--- src/rtl/pipeline_swap_sequencer.sv ---
// Sequences a click-free A/B pipeline swap. The output gain ramps down to
// zero, the active pipeline flips, the gain holds at zero for a settle
// period, and then ramps back up to unity. After that the pipeline that is
// now inactive gets a one-cycle clear pulse.
//
// Ports:
//   clk                   system clock
//   reset                 synchronous, active-high reset
//   i_swap_req            one-cycle swap request from the command controller
//   i_sample_tick         one-cycle pulse per audio sample
//   o_active_pipeline     selects the pipeline that feeds the output
//   o_pipelines_swapping  high while a swap is in progress
//   o_mix_gain            output mix gain (unity = 2^(DATA_WIDTH-1))
//   o_reset_pipeline      one-cycle clear pulse, indexed by pipeline
//   o_swap_done           one-cycle pulse when a swap completes
module pipeline_swap_sequencer #(
  parameter int unsigned DATA_WIDTH     = 16,
  parameter int unsigned RAMP_LOG2      = 6,
  parameter int unsigned SETTLE_SAMPLES = 4
) (
  input  logic                  clk,
  input  logic                  reset,
  input  logic                  i_swap_req,
  input  logic                  i_sample_tick,
  output logic                  o_active_pipeline,
  output logic                  o_pipelines_swapping,
  output logic [DATA_WIDTH-1:0] o_mix_gain,
  output logic [1:0]            o_reset_pipeline,
  output logic                  o_swap_done
);

  localparam logic [DATA_WIDTH-1:0] UNITY = DATA_WIDTH'(1) << (DATA_WIDTH - 1);
  localparam logic [DATA_WIDTH-1:0] STEP  = UNITY >> RAMP_LOG2;
  localparam int unsigned CNT_W = (SETTLE_SAMPLES > 0) ? $clog2(SETTLE_SAMPLES + 1) : 1;

  typedef enum logic [2:0] {
    S_IDLE,
    S_FADE_OUT,
    S_SWITCH,
    S_SETTLE,
    S_FADE_IN,
    S_DONE
  } state_t;

  state_t                r_state;
  logic                  r_pending;
  logic [CNT_W-1:0]      r_settle_cnt;
  logic                  r_active;
  logic                  r_swapping;
  logic [DATA_WIDTH-1:0] r_gain;
  logic [1:0]            r_reset_pipeline;
  logic                  r_swap_done;

  logic [DATA_WIDTH:0]   w_gain_dn;
  logic [DATA_WIDTH:0]   w_gain_up;
  logic [DATA_WIDTH-1:0] w_gain_dn_sat;
  logic [DATA_WIDTH-1:0] w_gain_up_sat;

  // Ramp arithmetic is one bit wider so that both underflow and overshoot
  // are visible before saturation.
  assign w_gain_dn     = {1'b0, r_gain} - {1'b0, STEP};
  assign w_gain_up     = {1'b0, r_gain} + {1'b0, STEP};
  assign w_gain_dn_sat = w_gain_dn[DATA_WIDTH] ? '0 : w_gain_dn[DATA_WIDTH-1:0];
  assign w_gain_up_sat = (w_gain_up >= {1'b0, UNITY}) ? UNITY : w_gain_up[DATA_WIDTH-1:0];

  // Swap sequencer. Every output is a register, and each one is updated on
  // the transition so that it lines up with the state it belongs to.
  always_ff @(posedge clk) begin
    if (reset) begin
      r_state          <= S_IDLE;
      r_pending        <= 1'b0;
      r_settle_cnt     <= '0;
      r_active         <= 1'b0;
      r_swapping       <= 1'b0;
      r_gain           <= UNITY;
      r_reset_pipeline <= 2'b00;
      r_swap_done      <= 1'b0;
    end else begin
      r_reset_pipeline <= 2'b00;
      r_swap_done      <= 1'b0;

      // One-deep request queue. A request that arrives while one is already
      // queued is dropped.
      if (i_swap_req && (r_state != S_IDLE)) begin
        r_pending <= 1'b1;
      end

      case (r_state)
        S_IDLE: begin
          if (i_swap_req || r_pending) begin
            r_state    <= S_FADE_OUT;
            r_swapping <= 1'b1;
            r_pending  <= 1'b0;
          end
        end
        S_FADE_OUT: begin
          if (i_sample_tick) begin
            r_gain <= w_gain_dn_sat;
            if (w_gain_dn_sat == '0) begin
              r_state <= S_SWITCH;
            end
          end
        end
        S_SWITCH: begin
          r_active     <= ~r_active;
          r_settle_cnt <= CNT_W'(SETTLE_SAMPLES);
          r_state      <= (SETTLE_SAMPLES == 0) ? S_FADE_IN : S_SETTLE;
        end
        S_SETTLE: begin
          if (i_sample_tick) begin
            r_settle_cnt <= r_settle_cnt - CNT_W'(1);
            if (r_settle_cnt == CNT_W'(1)) begin
              r_state <= S_FADE_IN;
            end
          end
        end
        S_FADE_IN: begin
          if (i_sample_tick) begin
            r_gain <= w_gain_up_sat;
            if (w_gain_up_sat == UNITY) begin
              // The pulses are visible during DONE. The pipeline that gets
              // cleared is the one that has just been switched out.
              r_state          <= S_DONE;
              r_swap_done      <= 1'b1;
              r_reset_pipeline <= r_active ? 2'b01 : 2'b10;
            end
          end
        end
        S_DONE: begin
          r_state    <= S_IDLE;
          r_swapping <= 1'b0;
        end
        default: begin
          r_state    <= S_IDLE;
          r_swapping <= 1'b0;
        end
      endcase
    end
  end

  assign o_active_pipeline    = r_active;
  assign o_pipelines_swapping = r_swapping;
  assign o_mix_gain           = r_gain;
  assign o_reset_pipeline     = r_reset_pipeline;
  assign o_swap_done          = r_swap_done;

endmodule

--- config.mk ---
export PLATFORM = sky130hd
export DESIGN_NAME = pipeline_swap_sequencer
export DESIGN_NICKNAME = d
export VERILOG_FILES = /design/src/rtl/pipeline_swap_sequencer.sv
export SDC_FILE = /design/constraint.sdc
export NUM_CORES = 1
export LEC_CHECK = 0
export CAP_MARGIN = 10
export CORE_MARGIN = 2
export CORE_UTILIZATION = 40
export CTS_CLUSTER_DIAMETER = 30
export CTS_CLUSTER_SIZE = 8
export DETAILED_ROUTE_END_ITERATION = 16
export GPL_TIMING_DRIVEN = 1
export PLACE_DENSITY_LB_ADDON = 0.25
export SYNTH_ARGS = -nofsm -noshare
export SYNTH_HDL_FRONTEND = slang
export SYNTH_SLANG_ARGS = --single-unit
--- constraint.sdc ---
create_clock -name clk -period 5.8 [get_ports clk]
set_clock_uncertainty 0.15 [all_clocks]
set_input_delay 1.74 -clock clk [delete_from_list [all_inputs] [get_ports clk]]
set_output_delay 1.74 -clock clk [all_outputs]
set_load 0.01 [all_outputs]
==> metrics.yaml, run 1 <==
track_usage_pct: 19.14
p_per_area_mw_per_mm2: 444.6
cts_tree: "built"
die_h_um: 65.14
setup.worst_path.start_class: "input pin"
crit_arrival_ps: 3530
setup-tns-final_ps: 0
synth_cell_types: 48
start_util_pct: 41.15
peakVddDrop_uv: 150.4
avgSynthCellArea_um2: 8.307
path_delay_family: "simple AND/OR/NAND/NOR gates"
ctsResizeCount: 0
tightest_slew_ps: 724.8
antenna_found_initial: 0
ys_ff_latch: 28
grt-ovfl-total: 0
synthFlopType: "dfxtp_1"
htreeDepth: 1
rows: 22
clk_path_buf_depth: 2
critPathMaxFanout: 10
area_growth_syn_to_layout_pct: 19.67
max_freq_mhz: 286.2
drc: 0
pin_count: 25
async_reset_ff_share_pct: 0
cts_setup_buffers: 0
rsz0062_at_grt: "no"
synth_cells: 180
grt_pass1_wl_um: 6341
p_leak_nw: 0.6288
drtIter0Drc: 101
core_area_mm2: 0.003633
cp_slowest_stage_delay_ps: 650
clock_sinks: 28
slew_headroom_pct: 51.53
crit_type: "input pin to flip-flop"
wl_um: 3723
wl_per_cell_um: 15.32
port_buffers: 24
diodes: 0
hold_viol_final: 0
clkTransAtPathRegs_ps: 90
setup_violations: 0
synth_nets: 188
cp-end-kind: "flip-flop"
antenna_left: 0
grt_max_degree: 20
hp-class: "flip-flop to flip-flop"
yosysSeqAreaShare_pct: 37.49
hpwlAfterDp_um: 2583
via_per_inst: 5.584
pre_cts_ws_ps: 2005
ys_warn_count: 0
worst_skew_pair.late_latency_ps: 280
die_w_um: 65.14
numCtsBuffers: 3
drive_gt1_share_pct: 6.154
vias: 1357
status: "finished clean"
fin_crit_sh_pct: 60.24
holdWs_ps: 323.6
netlist_area_mm2: 0.001495
worst_slack_ps: 2306
slowest_stage: "clkdlybuf4s50_1"
dr.pass1.iters: 4
maxSlewViolCount: 0
grt_pass1_vias: 1357
timing.critical_path.buf_inv: 1
nFillCells: 354
synth_edf_count: 0
ctsHoldBuffers: 0
r2r_setup_slack_ps: 3210
drv_cap: 0
crit_chain: "clkdlybuf4s50_1, nand2b_1, or2_2, nor2_1, a21oi_2, and2_1"
cts_root_buffer: "clkbuf_8"
gp_congestion: 0.8304
period_minus_slack_ps: 3494
nets: 204
fp.dieArea_mm2: 0.004243
crit_required_ps: 5840
-- path summary, 6_finish.rpt --
check	from	to	cells past startpoint
max	i_sample_tick	o_mix_gain[0]	6
min	o_active_pipeline	o_reset_pipeline[1]	1
max reg2reg	r_state[2]	o_mix_gain[14]	5
min reg2reg	o_active_pipeline	o_reset_pipeline[1]	1
-- report_power, final --
| group | leakage, nW | internal (W) | switching, W | total (W) |
|---|---|---|---|---|
| sequential | 0.228 | 0.000227 | 0.0000807 | 0.000307 |
| combinational | 0.372 | 0.000176 | 0.000189 | 0.000365 |
| clock | 0.0288 | 0.0000610 | 0.0000625 | 0.000123 |
-- stage by stage --
step | util [%] | instances | area (µm²) | power, W
after floorplan | - | 180 | 1495 | 0.0005615
after global placement | 47.73 | 239 | 1734 | 0.0006574
after detailed placement | 47.73 | 239 | 1734 | 0.0006689
after CTS | 49.24 | 243 | 1789 | 0.0007929
after global routing | 49.24 | 243 | 1789 | 0.0008578
final | 49.24 | 243 | 1789 | 0.0007955
-- worst register-to-register path: stages, from the launching register on --
cell	delay (ps)
dfxtp_1	520
or3b_1	510
or4_4	590
and2_4	210
o32a_1	340
o32ai_2	190
-- per-layer routing --
| layer | track usage, % | up-vias | part of all wire, % |
|---|---|---|---|
| li1 | - | 675 | - |
| met4 | 8.594 | 0 | 2.1 |
| met2 | 31.06 | 52 | 45 |
| met5 | 0 | - | 0 |
| met1 | 25.11 | 623 | 46 |
| met3 | 3.082 | 7 | 6.2 |
-- cell families after synthesis --
| group | count (synthesis) | synth area share (%) |
|---|---|---|
| adders and majority gates | 4 | 3.347 |
| xor gates and xnor gates | 5 | 2.929 |
| buffers and inverters | 17 | 5.104 |
| AOI/OAI and AO/OA | 43 | 19.42 |
| muxes | 2 | 1.423 |
| and+or+nand+nor | 81 | 30.29 |
| DFF | 28 | 37.49 |
-- cell type report --
type	instances	area (µm²)	share of cell area (%)
clock buffers	4	55.05	3.077
flip-flops and latches	28	560.5	31.33
repair buffers	24	240.2	13.43
multi-input cells	135	858.3	47.97
inverters	4	15.01	0.8392
well taps	48	60.06	3.357
-- state kept, by name, summed over array words and instances, names as in the netlist --
register,cells
o_mix_gain,16
o_reset_pipeline,2
o_swap_done,1
r_settle_cnt,3
o_pipelines_swapping,1
o_active_pipeline,1
r_state,3
r_pending,1
-- Yosys cell counts, types with 2 or more instances --
| cell | count | area share [%] |
|---|---|---|
| nand2_1 | 13 | 3.3 |
| a22oi_1 | 2 | 1.0 |
| dfxtp_1 | 28 | 37 |
| nor3_1 | 10 | 3.3 |
| nand4_1 | 5 | 2.1 |
| nor4_1 | 4 | 1.7 |
| xnor2_1 | 4 | 2.3 |
| a21oi_1 | 14 | 4.7 |
| a32oi_1 | 2 | 1.2 |
| nor2_1 | 11 | 2.8 |
| and2_1 | 11 | 4.6 |
| inv_1 | 4 | 1.0 |
| o21ai_0 | 8 | 2.7 |
| and3_1 | 2 | 0.84 |
| a31oi_1 | 2 | 0.84 |
| a211oi_1 | 3 | 1.5 |
| nand2b_1 | 5 | 2.1 |
| nor3b_1 | 3 | 1.5 |
| clkbuf_1 | 10 | 2.5 |
| nand3_1 | 3 | 1.0 |
| or2_2 | 2 | 0.84 |
| nor2b_1 | 5 | 2.1 |
| ha_1 | 4 | 3.3 |
-- placed cells by master, fill, tap and decap left out, drive strengths merged, types with 2 or more instances in the layout --
master / n
a31oi: 2
a21oi: 15
nor4: 4
dfxtp: 28
nand2: 13
nor2b: 5
nor2: 11
clkbuf: 4
ha: 4
inv: 4
o21ai: 8
and3: 2
a211oi: 3
a22oi: 2
nor3: 10
a32oi: 2
nand4: 5
and2: 12
nor3b: 3
nand2b: 5
xnor2: 4
nand3: 3
or2: 2
clkdlybuf4s50: 24
Power figures use the tool's default switching activity.
==> inputs of run 2 (changes only) <==
==> constraint.sdc (replaced) <==
create_clock -name clk -period 2.8 [get_ports clk]
set_clock_uncertainty 0.15 [all_clocks]
set_input_delay 0.84 -clock clk [delete_from_list [all_inputs] [get_ports clk]]
set_output_delay 0.84 -clock clk [all_outputs]
set_load 0.01 [all_outputs]
==> run 2 against run 1 <==
Effect of this change: global-route usage decreased by 1.1 points; register-to-register slack got worse by 2900 ps; first-iteration DRC count decreased by 27%; non-clock buffer count increased by 10; sequential power increased by 88%; utilization increased by 2.5 points; critical endpoint is now o_mix_gain[11]; combinational power increased by 140%; worst hold slack got worse by 3.3 ps; count of clock-buffer cells in the layout decreased by 1; total power increased by 120%; critical path depth decreased by 5.
==> metrics.yaml, run 2 (synthesis gave the netlist of run 1 again) <==
status: "finished clean"
drtIter0Drc: 74  # -27%
period_minus_slack_ps: 2506
path_delay_family: "buffers and inverters"
gp_congestion: 0.8642  # +4.1%
nets: 214  # +4.9%
cts_setup_buffers: 0  # unchanged
clk_path_buf_depth: 2  # unchanged
cts_tree: "built"
antenna_left: 0  # unchanged
peakVddDrop_uv: 367.3  # +140%
crit_type: "flip-flop to output pin"
ctsResizeCount: 0  # unchanged
start_util_pct: 41.15  # unchanged
grt_max_degree: 17  # -15%
rsz0062_at_grt: "no"
max_freq_mhz: 399.0
fp.dieArea_mm2: 0.004243  # unchanged
crit_arrival_ps: 1520  # -2010 ps
p_leak_nw: 0.6853  # +9.0%
setup.worst_path.start_class: "flip-flop"
final_cell_mix: "dfxtp_1, clkdlybuf4s50_1, a21oi_1, nand2_1"
nFillCells: 350  # -1.1%
cts_root_buffer: "clkbuf_8"
drive_gt1_share_pct: 10.73  # +4.6 points
crit_required_ps: 1810  # -4030 ps
hp-class: "flip-flop to flip-flop"
grt-ovfl-total: 0  # unchanged
largest_reg_flops: 16  # unchanged
drc: 0  # unchanged
cp-end-kind: "output pin"
htreeDepth: 1  # unchanged
final_common_cell: "dfxtp_1"
ff_latch_area_um2: 560.5  # unchanged
diodes: 0  # unchanged
cp_slowest_stage_delay_ps: 630  # -20 ps
p_per_area_mw_per_mm2: 936.4  # +110%
r2r_setup_slack_ps: 330  # -2880 ps
crit_chain: "clkdlybuf4s50_1"
rows: 22  # unchanged
clock_sinks: 28  # unchanged
die_h_um: 65.14  # unchanged
worst_skew_pair.late_latency_ps: 270  # about the same
vias: 1402  # +3.3%
antenna_found_initial: 0  # unchanged
slowest_stage: "clkdlybuf4s50_1"
design_area_mm2: 0.001881  # +5.1%
pin_count: 25  # unchanged
tightest_slew_ps: 787.7  # +62.89 ps
setup-tns-final_ps: 0  # unchanged
r2r_start: "r_state[2]"
setup_violations: 0  # unchanged
fin_crit_sh_pct: 89.51
grt_pass1_vias: 1306  # -3.8%
worstRegToRegCells: 5  # unchanged
via_per_inst: 5.542  # -0.77%
hp-start: "o_pipelines_swapping"
clkTransAtPathRegs_ps: 90  # about the same
area_growth_syn_to_layout_pct: 25.77
port_buffers: 24  # unchanged
slew_headroom_pct: 47.00  # -4.5 points
drv_cap: 0  # unchanged
die_w_um: 65.14  # unchanged
holdPathStages: 2  # +1
min_to: "o_pipelines_swapping"
critPathMaxFanout: 14  # +4
ctsHoldBuffers: 0  # unchanged
core_area_mm2: 0.003633  # unchanged
dr.pass1.iters: 4  # unchanged
wl_per_cell_um: 14.08  # -8.1%
r2r_end: "o_mix_gain[14]"
multiInputGateArea_um2: 858.3  # unchanged
maxSlewViolCount: 0  # unchanged
track_usage_pct: 18.01  # -1.1 points
wl_um: 3561  # -4.4%
hold_viol_final: 0  # unchanged
dpl_cell_area_mm2: 0.001809  # +4.3%
grt_pass1_wl_um: 5996  # -5.4%
numCtsBuffers: 3  # unchanged
hpwlAfterDp_um: 2634  # +2.0%
timing.critical_path.buf_inv: 1  # unchanged
[run 2: changes by cell type in the layout (fill, tap and decap cells not counted)]
| cell | before | now |
|---|---|---|
| bufinv_16 | 0 | 1 |
| buf_4 | 0 | 10 |
| clkbuf_8 | 4 | 3 |
[run 2: power by group]
| group | total [W] | internal [W] | switching (W) |
|---|---|---|---|
| clock | 0.000316 | 0.000191 | 0.000124 |
| sequential | 0.000577 | 0.000469 | 0.000107 |
| combinational | 0.000869 | 0.000406 | 0.000463 |
| total | 0.00176 | 0.00107 | 0.000694 |
[run 2: how the worst max path moves through the flow]
stage	from	endpoint	slack [ps]	cells after the start
after global routing	o_mix_gain[11]	o_mix_gain[11]	240	1
after global placement	i_sample_tick	o_mix_gain[1]	230	6
after floorplan	r_state[2]	o_mix_gain[14]	350	8
final	o_mix_gain[11]	o_mix_gain[11]	290	1
after detailed placement	i_sample_tick	o_mix_gain[6]	200	6
after CTS	o_mix_gain[11]	o_mix_gain[11]	290	1
[run 2: worst min-delay path: stages, from the launching register on]
cell and delay, ps:
dfxtp_1 320, nand2_1 50, a21oi_1 50
[run 2: final cells by class]
type / instances / share of cell area [%]
multi-input combinational: 135 / 45.64
sequential: 28 / 29.81
timing repair buffer: 34 / 16.77
tap: 48 / 3.194
clock buffer: 3 / 2.196
clock inverter: 1 / 1.597
inverter: 4 / 0.7984
[run 2: metal layers]
layer  track usage, %  wire [µm]
met3            3.425        191
met4            5.990         54
met1            25.32       1722
met2            27.84       1592
met5                0          0
[run 2: per-stage QoR]
stage | instances | power, W | setup slack, ps | util (%) | hold WS [ps]
floorplan | 180 | 0.001163 | 350.7 | - | 299.7
global placement | 249 | 0.001419 | 229.9 | 49.79 | 295.9
detailed placement | 249 | 0.001436 | 200.4 | 49.79 | 301.7
CTS | 253 | 0.001757 | 290.3 | 51.76 | 320.4
global route | 253 | 0.001883 | 240.7 | 51.76 | 352.1
finish | 253 | 0.001761 | 293.6 | 51.76 | 320.3
